$ cat src/rtl/alu_cmd_pkg.sv
// Shared types and default widths for the ALU command master.
package alu_cmd_pkg;

   localparam int unsigned DATA_W_DEF  = 8;
   localparam int unsigned OP_W_DEF    = 3;
   localparam int unsigned RES_W_DEF   = 16;
   localparam int unsigned QDEPTH_DEF  = 4;
   localparam int unsigned TIMEOUT_DEF = 255;

   // Controller states, kept as plain constants for legacy tooling
   typedef logic [1:0] state_t;
   localparam state_t IDLE  = 2'd0;
   localparam state_t ISSUE = 2'd1;
   localparam state_t WAIT  = 2'd2;
   localparam state_t RESP  = 2'd3;

   // One buffered command at the default widths
   typedef struct packed {
      logic [DATA_W_DEF-1:0] a;
      logic [DATA_W_DEF-1:0] b;
      logic [OP_W_DEF-1:0]   op;
   } cmd_t;

endpackage

$ cat src/rtl/alu_cmd_fifo.sv
// Synchronous FIFO of command entries. Depth must be a power of two so the
// pointers wrap by plain overflow; count carries one extra bit to tell full.
module alu_cmd_fifo
   import alu_cmd_pkg::*;
#(
   parameter type         entry_t = cmd_t,
   parameter int unsigned DEPTH   = QDEPTH_DEF,
   localparam int unsigned PTR_W  = $clog2(DEPTH)
) (
   input  logic           clk,
   input  logic           reset,
   input  logic           push,
   input  entry_t         wdata,
   input  logic           pop,
   output entry_t         rdata,
   output logic           full,
   output logic           empty,
   output logic [PTR_W:0] count
);

   entry_t           mem [DEPTH];
   logic [PTR_W-1:0] wr_ptr;
   logic [PTR_W-1:0] rd_ptr;
   logic             do_push;
   logic             do_pop;

   assign full    = (count == (PTR_W+1)'(DEPTH));
   assign empty   = (count == '0);
   assign do_push = push && !full;
   assign do_pop  = pop && !empty;
   assign rdata   = mem[rd_ptr];

   // Storage write; contents need no reset since count gates every read
   always_ff @(posedge clk) begin
      if (do_push) begin
         mem[wr_ptr] <= wdata;
      end
   end

   // Pointers and occupancy; simultaneous push and pop keep count unchanged
   always_ff @(posedge clk) begin
      if (reset) begin
         wr_ptr <= '0;
         rd_ptr <= '0;
         count  <= '0;
      end else begin
         if (do_push) wr_ptr <= wr_ptr + 1'b1;
         if (do_pop)  rd_ptr <= rd_ptr + 1'b1;
         case ({do_push, do_pop})
            2'b10:   count <= count + 1'b1;
            2'b01:   count <= count - 1'b1;
            default: count <= count;
         endcase
      end
   end

endmodule

$ cat src/rtl/alu_cmd_master.sv
// Initiator for the ALU start/done handshake: buffers commands, issues them
// one at a time, waits for done (or times out) and returns the result.
// Optional statistics counters are enabled by defining ALU_CMD_MASTER_STATS_EN.
module alu_cmd_master
   import alu_cmd_pkg::*;
#(
   parameter int unsigned DATA_W  = DATA_W_DEF,
   parameter int unsigned OP_W    = OP_W_DEF,
   parameter int unsigned RES_W   = RES_W_DEF,
   parameter int unsigned QDEPTH  = QDEPTH_DEF,
   parameter int unsigned TIMEOUT = TIMEOUT_DEF
) (
   input  logic              clk,
   input  logic              reset,
   input  logic              cmd_valid,
   output logic              cmd_ready,
   input  logic [DATA_W-1:0] cmd_a,
   input  logic [DATA_W-1:0] cmd_b,
   input  logic [OP_W-1:0]   cmd_op,
   output logic [DATA_W-1:0] alu_A,
   output logic [DATA_W-1:0] alu_B,
   output logic [OP_W-1:0]   alu_op,
   output logic              alu_start,
   input  logic [RES_W-1:0]  alu_result,
   input  logic              alu_done,
   output logic              rsp_valid,
   input  logic              rsp_ready,
   output logic [RES_W-1:0]  rsp_result,
   output logic              rsp_err,
   output logic              busy
`ifdef ALU_CMD_MASTER_STATS_EN
   ,
   output logic [15:0]       stat_done_cnt,
   output logic [15:0]       stat_timeout_cnt,
   output logic [7:0]        stat_spurious_cnt
`endif
);

   localparam int unsigned PTR_W = $clog2(QDEPTH);
   localparam int unsigned CNT_W = $clog2(TIMEOUT + 1);

   typedef struct packed {
      logic [DATA_W-1:0] a;
      logic [DATA_W-1:0] b;
      logic [OP_W-1:0]   op;
   } entry_t;

   state_t         state_q, state_d;
   entry_t         cmd_q;
   entry_t         fifo_wdata;
   entry_t         fifo_rdata;
   logic           fifo_push;
   logic           fifo_pop;
   logic           fifo_full;
   logic           fifo_empty;
   logic [PTR_W:0] fifo_count;
   logic [CNT_W-1:0] wait_cnt_q;
   logic           done_seen;
   logic           timed_out;

   assign fifo_wdata = '{a: cmd_a, b: cmd_b, op: cmd_op};
   assign fifo_push  = cmd_valid && cmd_ready;

   alu_cmd_fifo #(
      .entry_t (entry_t),
      .DEPTH   (QDEPTH)
   ) u_fifo (
      .clk   (clk),
      .reset (reset),
      .push  (fifo_push),
      .wdata (fifo_wdata),
      .pop   (fifo_pop),
      .rdata (fifo_rdata),
      .full  (fifo_full),
      .empty (fifo_empty),
      .count (fifo_count)
   );

   // done is only meaningful while waiting; done beats a coincident timeout
   assign done_seen = (state_q == WAIT) && alu_done;

   // Next-state logic and the pop/timeout decisions
   always_comb begin
      state_d   = state_q;
      fifo_pop  = 1'b0;
      timed_out = 1'b0;
      case (state_q)
         IDLE: begin
            if (!fifo_empty) begin
               fifo_pop = 1'b1;
               state_d  = ISSUE;
            end
         end
         ISSUE: state_d = WAIT;
         WAIT: begin
            if (alu_done) begin
               state_d = RESP;
            end else if (wait_cnt_q == CNT_W'(TIMEOUT - 1)) begin
               // TIMEOUT-th wait cycle without done
               timed_out = 1'b1;
               state_d   = RESP;
            end
         end
         RESP: begin
            if (rsp_ready) state_d = IDLE;
         end
         default: state_d = IDLE;
      endcase
   end

   // State, held operands, wait counter and the response register
   always_ff @(posedge clk) begin
      if (reset) begin
         state_q    <= IDLE;
         cmd_q      <= '0;
         wait_cnt_q <= '0;
         rsp_result <= '0;
         rsp_err    <= 1'b0;
      end else begin
         state_q <= state_d;
         if (fifo_pop) cmd_q <= fifo_rdata;
         if (state_q == ISSUE) begin
            wait_cnt_q <= '0;
         end else if (state_q == WAIT) begin
            wait_cnt_q <= wait_cnt_q + 1'b1;
         end
         if (done_seen) begin
            rsp_result <= alu_result;
            rsp_err    <= 1'b0;
         end else if (timed_out) begin
            rsp_result <= '0;
            rsp_err    <= 1'b1;
         end
      end
   end

   assign alu_A     = cmd_q.a;
   assign alu_B     = cmd_q.b;
   assign alu_op    = cmd_q.op;
   assign alu_start = (state_q == ISSUE);
   assign rsp_valid = (state_q == RESP);
   assign cmd_ready = !fifo_full;
   assign busy      = (state_q != IDLE) || (fifo_count != '0);

`ifdef ALU_CMD_MASTER_STATS_EN
   logic spurious;
   assign spurious = alu_done && (state_q != WAIT);

   // Saturating event counters
   always_ff @(posedge clk) begin
      if (reset) begin
         stat_done_cnt     <= '0;
         stat_timeout_cnt  <= '0;
         stat_spurious_cnt <= '0;
      end else begin
         if (done_seen && stat_done_cnt != '1) stat_done_cnt <= stat_done_cnt + 1'b1;
         if (timed_out && stat_timeout_cnt != '1) stat_timeout_cnt <= stat_timeout_cnt + 1'b1;
         if (spurious && stat_spurious_cnt != '1) stat_spurious_cnt <= stat_spurious_cnt + 1'b1;
      end
   end
`endif

endmodule

$ cat config.mk
export PLATFORM = sky130hd
export DESIGN_NAME = alu_cmd_master
export DESIGN_NICKNAME = d
export VERILOG_FILES = /design/src/rtl/alu_cmd_pkg.sv /design/src/rtl/alu_cmd_fifo.sv /design/src/rtl/alu_cmd_master.sv
export SDC_FILE = /design/constraint.sdc
export NUM_CORES = 1
export LEC_CHECK = 0
export CORE_ASPECT_RATIO = 2
export CORE_MARGIN = 2
export CORE_UTILIZATION = 62
export CTS_CLUSTER_DIAMETER = 50
export DETAILED_ROUTE_END_ITERATION = 6
export DONT_BUFFER_PORTS = 1
export HOLD_SLACK_MARGIN = 0.15
export PLACE_DENSITY = 0.78
export SETUP_SLACK_MARGIN = 0.2
export SYNTH_ARGS = -nofsm -noshare
export SYNTH_HDL_FRONTEND = slang
export SYNTH_SLANG_ARGS = --single-unit
$ cat constraint.sdc
create_clock -name clk -period 3 [get_ports clk]
set_clock_uncertainty 0.05 [all_clocks]
set_input_delay 0.75 -clock clk [delete_from_list [all_inputs] [get_ports clk]]
set_output_delay 0.75 -clock clk [all_outputs]
set_load 0.05 [all_outputs]
Word level (Yosys, flattened, before mapping)
Memory sizes are Yosys's and may differ from the RTL's. A register that Yosys moved wholly into a read port is not among the register bits.
Cells that the tools add are included.
- flip-flop bits (word level): 34
- latch bits: 0
- RAM bits: 76
- memory bits (read-only): 0
- input bits: 40
- logic and storage cells: 54
- memories: 1
- memory list (name ; words ; bits a word ; rd ports ; clocked after Yosys merged registers in ; write ports ; RTL line ; text):
    u_fifo.mem ; 4 ; 19 ; 1 ; 1 ; 1 ; alu_cmd_fifo.sv:21 ; entry_t mem [DEPTH];
- add/sub/neg operators: 5
- multipliers: 0
- divide/modulo/power cells: 0
- $lt $le $gt $ge: 0
- eq/ne operators: 10
- shift operators: 0
- muxes and demuxes: 15
- bitwise gates (word level): 0
- reduce and logical (&&, ||, !) cells: 16
- operators by type and width (cell ; number):
    two-way mux 16 bit ; 2
    adder 8 x 1 -> 8 bit (second input constant) ; 1
    == test 8 bit (second input constant) ; 1
    two-way mux 2 bit ; 4
    one-hot mux 2 bit (4 select lines) ; 1
    two-way mux 1 bit ; 7
    == test 2 bit (second input constant) ; 3
    one-hot mux 3 bit (2 select lines) ; 1
    nonzero test 2 bit ; 3
    adder 2 x 1 -> 2 bit (second input constant) ; 2
    == test 2 x 1 -> 1 bit (second input constant) ; 2
    logical AND 1 bit ; 4
    OR reduction 2 bit ; 2
    adder 3 x 1 -> 3 bit (second input constant) ; 1
    == test 3 bit (second input constant) ; 1
    logical NOT 3 bit ; 1
    != test 3 bit (second input constant) ; 1
    AND reduction 3 bit ; 1
    nonzero test 3 bit ; 1
    subtractor 3 x 1 -> 3 bit (second input constant) ; 1
    logical NOT 1 bit ; 2
    logical NOT 2 bit ; 1
    != test 2 x 1 -> 1 bit (second input constant) ; 1
    != test 2 bit (second input constant) ; 1
    logical OR 1 bit ; 1

Longest topological paths before layout
Gate-level depths: netlist (run 1).
- depth in word-level cells: 6
- mapped depth: 11

Cells and area by module
Synthesis (run 1) repeated with hierarchy kept, for this count alone.
- cell total of the unflattened synthesis: 377
- area total of the unflattened synthesis: 5132.4 um^2
- by module, submodules not included (module ; times used ; cells an instance ; area each (um^2) ; sequential area each (um^2)):
    alu_cmd_fifo ; 1 ; 153 ; 3260.6 ; 2462.4
    alu_cmd_master ; 1 ; 224 ; 1871.8 ; 920.9

Worst setup path after synthesis (run 1)
Ideal clock, no wire load.
- path type: reg-to-reg
- start point: register u_fifo.count[0]
- end point: register u_fifo.count[2]
- library setup time: 0.070 ns
- data arrival time: 2.212 ns
- data required time: 2.880 ns
- slack: 0.668 ns
- stages on the path, launching flop included: 10
- cells stage by stage: dfxtp_1 > or3b_4 > and2_4 > inv_2 > ha_1 > inv_1 > fa_1 > xor2_1 > or3_1 > a21oi_1
- cells in the longest elaborated chain, start to end: 6
- ends and longest elaborated chain (element ; RTL line ; text):
    start: declaration ; alu_cmd_fifo.sv:18 ; output logic [PTR_W:0] count
    start signal: assignment ; alu_cmd_fifo.sv:50 ; 2'b10: count <= count + 1'b1;
    start signal: assignment ; alu_cmd_fifo.sv:51 ; 2'b01: count <= count - 1'b1;
    start signal: assignment ; alu_cmd_fifo.sv:52 ; default: count <= count;
    == test 3 bit * ; alu_cmd_fifo.sv:27 ; assign full = (count == (PTR_W+1)'(DEPTH));
    logical NOT 1 bit * ; alu_cmd_master.sv:142 ; assign cmd_ready = !fifo_full;
    via cmd_ready ; alu_cmd_master.sv:16 ; output logic cmd_ready,
    logical AND 1 bit ; alu_cmd_master.sv:62 ; assign fifo_push = cmd_valid && cmd_ready;
    logical AND 1 bit * ; alu_cmd_fifo.sv:29 ; assign do_push = push && !full;
    == test 2 x 1 -> 1 bit or == test 2 bit (tied branches) ; alu_cmd_fifo.sv:49 ; case ({do_push, do_pop})
    one-hot mux 3 bit (2 select lines) or nonzero test 2 bit (tied branches) ; - ;
Mark *: on every way through the listed nets, which the timed path passes. The rest lies on a longest branch.
A chain may end at the register's enable or synchronous reset.

Final worst setup path (run 1)
Ends and elaborated chain as after synthesis.

==> results of run 1 <==
## flip-flops by register name, indices dropped and copies added (netlist names)
| signal | count |
|---|---|
| rsp_err | 1 |
| alu_op | 3 |
| rsp_result | 16 |
| u_fifo.wr_ptr | 2 |
| u_fifo.rd_ptr | 2 |
| u_fifo.mem | 76 |
| wait_cnt_q | 8 |
| u_fifo.count | 3 |
| alu_B | 8 |
| alu_A | 8 |
| state_q | 2 |
## worst paths after layout
| kind | to | cells after the start |
|---|---|---|
| setup / recovery | u_fifo.count[2]$_SDFFE_PP0P_ | 9 |
| hold / removal | alu_op[0]$_SDFFE_PP0P_ | 1 |
| hold reg to reg | u_fifo.count[2]$_SDFFE_PP0P_ | 2 |
| setup reg to reg | u_fifo.count[2]$_SDFFE_PP0P_ | 9 |
## routing by layer
metal	vias up	track usage (%)	routed length, um
met3	12	8.79	579
met2	90	41.8	4900
met5	-	0	0
met1	1343	21.9	3000
met4	0	10.6	183
li1	1242	-	-
## cell usage in the layout, fill, tap and decap left out, drive strengths merged
cell,netlist,final
a211oi,2,2
a21oi,25,25
a22o,16,16
and2,1,1
and3,5,5
buf,10,9
bufinv,0,3
clkbuf,6,19
clkinv,0,8
clkinvlp,0,2
dfxtp,53,53
edfxtp,76,76
fa,1,1
ha,12,12
inv,13,13
mux2i,1,1
mux4,19,19
nand2,46,46
nand2b,2,2
nand3,3,3
nand4,4,4
nor2,13,13
nor3,3,3
o211a,2,2
o21ai,3,3
o21bai,1,1
or2,1,1
or3,3,3
or3b,1,1
xnor2,4,4
xor2,6,6
## logic make-up after synthesis
family / Yosys count
adders and majority gates: 13
and+or+nand+nor: 82
DFF: 129
xor gates and xnor gates: 10
muxes: 20
buffers and inverters: 29
AOI/OAI and AO/OA: 49
## final cells by class
class | count | area [um2] | area share (%)
Inverter | 13 | 48.8 | 0.875
Multi-Input combinational cell | 174 | 1420 | 25.5
Sequential cell | 129 | 3340 | 60.0
Clock buffer | 19 | 433 | 7.77
Clock inverter | 13 | 144 | 2.58
Timing Repair Buffer | 9 | 67.6 | 1.21
Tap cell | 94 | 118 | 2.11
## synth_stat cells
| master | count |
|---|---|
| buf_4 | 5 |
| nand2_1 | 46 |
| xor2_1 | 6 |
| inv_1 | 12 |
| nand3_1 | 3 |
| dfxtp_1 | 53 |
| mux2i_1 | 1 |
| or3_1 | 3 |
| nand4_2 | 1 |
| nand2b_1 | 2 |
| and2_4 | 1 |
| fa_1 | 1 |
| o21ai_0 | 3 |
| or3b_4 | 1 |
| nand4_1 | 3 |
| buf_6 | 1 |
| buf_2 | 4 |
| ha_1 | 12 |
| a22o_2 | 6 |
| or2_2 | 1 |
| nor2_1 | 13 |
| o21bai_4 | 1 |
| nor3_1 | 3 |
| mux4_2 | 19 |
| a21oi_4 | 1 |
| inv_2 | 1 |
| edfxtp_1 | 76 |
| a211oi_1 | 2 |
| o211a_1 | 2 |
| a21oi_1 | 24 |
| clkbuf_1 | 6 |
| and3_1 | 5 |
| a22o_1 | 10 |
| xnor2_1 | 4 |
## critical path: cells and delay by family, from the launching register on
kind	cells	cell delay (ps)
AOI/OAI and AO/OA	1	150
xor gates and xnor gates	1	170
adders and majority gates	2	540
buffers and inverters	2	110
DFF	1	340
and+or+nand+nor	3	1050
## report_power, final
part	switching, uW	internal (uW)
logic	653	426
clock network	677	1290
registers	601	2170
total	1930	3880
## per-stage QoR
stage	setup WS (ps)	power [uW]	instances	hold slack [ps]
after floorplan	668	3630	332	417
after global routing	388	6080	451	338
after detailed placement	557	3890	419	438
after global placement	631	3840	419	422
final	530	5810	451	361
after CTS	538	5870	451	346
==> metrics, run 1 <==
RR Startpoint u_fifo.count[0]$_SDFFE_PP0P_; CP Capture Type flop; fmax 405 MHz; Slew HR 62.2%; vias in the first global route 2883; status finished, final reports clean; Syn-to-layout area delta 13.7%; CP Data Arrival Time 2750 ps; post-route clock period utilization 82.3%; CTS tree done; worst skew pair latency 400 ps; worst path required time 3280 ps; post-route ant nets 0; Iter 0 DRT Violations 83; CTS hold repair buffers 0; hold crit path type input port to flop; total inserted antenna cells 0; worst ir drop on vdd 709 uV; Post-Route Setup TNS 0 ps; GRT Residual Overflow 0; DR vias 2687; CP Max Fanout 6; XOR/XNOR Fraction of Synth Area 1.79%; Synth Area in Compound Gates 7.20%; TritonCTS Buffers 17; unrepaired setup endpoints after global routing false; Mapped Area 0.00490 mm2; Synth Register Bits 129; Area after DPL 0.00500 mm2; max cap viols 0; Rows 45; critical path launch point type flop; largest net degree at the start of global routing 31; syn nets 385; I/O Pins 80; vias per inst 5.96; slowest cell on the critical path or3b_4; Post-route DRC 0; clock buffer depth 2; 1st-pass router iterations 4; critical path class flop to flop; die area 0.00868 mm2; crit-path max cell delay 520 ps; Fill cells 497; chip height 130 um; post-synthesis mux area share 8.93%; worst-path cell chain or3b_4, and2_4, inv_2, ha_1, inv_1, fa_1, xor2_1, or3_1, a21oi_1; hold path startpoint reset; sequential area share after synthesis 68.2%; Pleak 0.00197 uW; WL final 8.67 mm; Final Hold Fails 0; PostCTS Resize Cnt 0; Initial Util 64.0%; final setup vio count 0; routed len/inst 19.2 um; total global routing track utilization 22.9%; number of synthesis warnings 0; fin crit period 2470 ps; Chip Width 66.9 um; largest cells by area after synthesis edfxtp_1 (47%), dfxtp_1 (22%), mux4_2 (8.7%), nand2_1 (3.5%), ha_1 (3.1%); largest family of logic cells by synthesized area multiplexers; H-tree Lvls 4; fraction of layout cells with a size suffix above 1 18.8%; simple-gate area share of the yosys netlist 7.58%; port bufs 0; # nets final 397; Synth top area share 46.5%; reg-to-reg slack, setup 530 ps; Worst Setup SP u_fifo.count[0]$_SDFFE_PP0P_; CTS Sinks 129; initial antenna violation count 0; gpl congestion 0.796; Post-Synth Adder-Cell Area 3.47%; Setup Fix Bufs, Post-CTS 0; design area 0.00557 mm2; Worst-Margin Slew 567 ps; Syn Inst Count 332; final core utilization 72.8%; Root Buffer clkbuf_16; Final HPWL DP 5.58 mm; Pwr Density 1040 mW/mm2; Mapped Avg Cell Area 14.8 um2; Worst-path clk slew 50 ps; area of the core 0.00766 mm2; Cell variety after synth 34; Slew Viols, Final 0; first-pass GRT wire length 13.9 mm; Yosys top cell by area edfxtp_1
Power figures use the tool's default switching activity.
==> run 2: changes to the inputs <==
Clock period 3 ns to 2.36 ns, I/O delays scaled along.
==> metrics, run 2 (synthesized netlist as in run 1, its figures left out) <==
DR vias 2703; I/O Pins 80; GRT Residual Overflow 0; Rows 45; vias per inst 5.99; # nets final 397; first-pass GRT wire length 13.5 mm; most common cell after layout, fill and taps aside edfxtp_1; Final Hold Fails 0; largest register by flop count u_fifo.mem; Slew Viols, Final 0; max cap viols 0; CP Capture Type flop; max reg flops 76; routed len/inst 19.8 um; WL final 8.92 mm; 1st-pass router iterations 4; Final HPWL DP 5.72 mm; Hold WS 188 ps; CTS Sinks 129; port bufs 0; critical path class flop to flop; Iter 0 DRT Violations 80; chip height 130 um; critical path launch point type flop; CP Max Fanout 3; initial antenna violation count 0; CTS hold repair buffers 0; Syn-to-layout area delta 15.4%; final setup vio count 0; fmax 461 MHz; Chip Width 66.9 um; largest net degree at the start of global routing 31; hold crit path type input port to flop; setup ws final 189 ps; Slew HR 29.2%; Initial Util 64.0%; post-route ant nets 0; Post-route DRC 0; Clk pwr share 34.8%; total inserted antenna cells 0; CP Data Arrival Time 2460 ps; gpl congestion 0.748; Worst-path clk slew 60 ps; H-tree Lvls 4; fin crit period 2170 ps; Sw Ratio 33.2%; CTS tree done; switching power 2540 uW; Worst-Margin Slew 1060 ps; worst path required time 2650 ps; worst skew pair latency 410 ps; status finished, final reports clean; fraction of layout cells with a size suffix above 1 22.1%; die area 0.00868 mm2; commonest non-fill, non-tap cells in the layout edfxtp_1 (76), dfxtp_1 (50), nand2_1 (45); worst ir drop on vdd 876 uV; post-route insts no fill 451; clock buffer depth 2; Int Power 5130 uW; post-placement cell count 415; Root Buffer clkbuf_16; post-route clock period utilization 92.0%; Flop pwr share 46.0%; Largest regs u_fifo.mem (76), rsp_result (16); unrepaired setup endpoints after global routing true; TritonCTS Buffers 17; area of the core 0.00766 mm2; Pwr Density 1360 mW/mm2; worst slack, placed 119 ps; Pleak 0.00199 uW; vias in the first global route 2832; total global routing track utilization 22.5%; final core utilization 73.9%; Post-Route Setup TNS 0 ps; Logic pwr share 19.2%
## run 2: repair_timing
| action | 4_1_cts | 5_1_grt |
|---|---|---|
| resized for setup | 4 | 1 |
| setup endpoints to repair | 2 | 2 |
| pin swaps | 3 | 3 |
| buffers inserted | 3 | 1 |
## run 2: worst paths after layout
check | start | endpoint | slack, ps | cells after the start
hold / removal | reset | u_fifo.count[1]$_SDFFE_PP0P_ | 190 | 1
setup / recovery | u_fifo.count[0]$_SDFFE_PP0P_ | u_fifo.count[2]$_SDFFE_PP0P_ | 190 | 9
setup reg to reg | u_fifo.count[0]$_SDFFE_PP0P_ | u_fifo.count[2]$_SDFFE_PP0P_ | 190 | 9
hold reg to reg | state_q[1]$_SDFFE_PP0P_ | state_q[1]$_SDFFE_PP0P_ | 450 | 2
## run 2: layer usage
metal	wire [um]	GRT usage (%)	vias to the layer above	part of all wire [%]
li1	-	-	1244	-
met3	554	8.97	21	6.2
met4	198	12.4	0	2.2
met2	5170	41.6	90	58
met5	0	0	-	0
met1	2990	19.4	1348	34
## run 2: area by class of cell
cell class,instances,area [um2]
fill,500,2000
multi-input combinational,174,1450
clock inverter,14,189
clock buffer,18,429
timing repair buffer,9,80.1
sequential,129,3350
inverter,13,48.8
tap,94,118
## run 2: critical path, stage by stage, from the launching register on
cell	delay, ps
dfxtp_2	320
or3b_4	390
and2_4	160
inv_2	70
ha_4	120
inv_1	40
fa_2	330
xor2_1	150
or3_1	330
a21oi_2	130
## run 2: power by group through the flow
stage | registers [uW] | logic [uW] | clock network (uW)
final | 3530 | 1470 | 2670
after global placement | 3560 | 1360 | 0
after detailed placement | 3580 | 1410 | 0
after global routing | 3560 | 1620 | 2800
after CTS | 3540 | 1470 | 2700
after floorplan | 3490 | 1150 | 0
## run 2: through the flow
step | power (uW) | area (um2)
final | 7670 | 5660
after global routing | 7980 | 5660
after CTS | 7710 | 5650
after detailed placement | 4990 | 5000
after global placement | 4920 | 5000
after floorplan | 4640 | 4920
==> run 3: changes to the inputs <==
Settings changed: ABC_CLOCK_PERIOD_IN_PS set to 2360.
==> results of run 3 <==
Same layout as run 2: the final DEF is identical, and so are final timing and power.
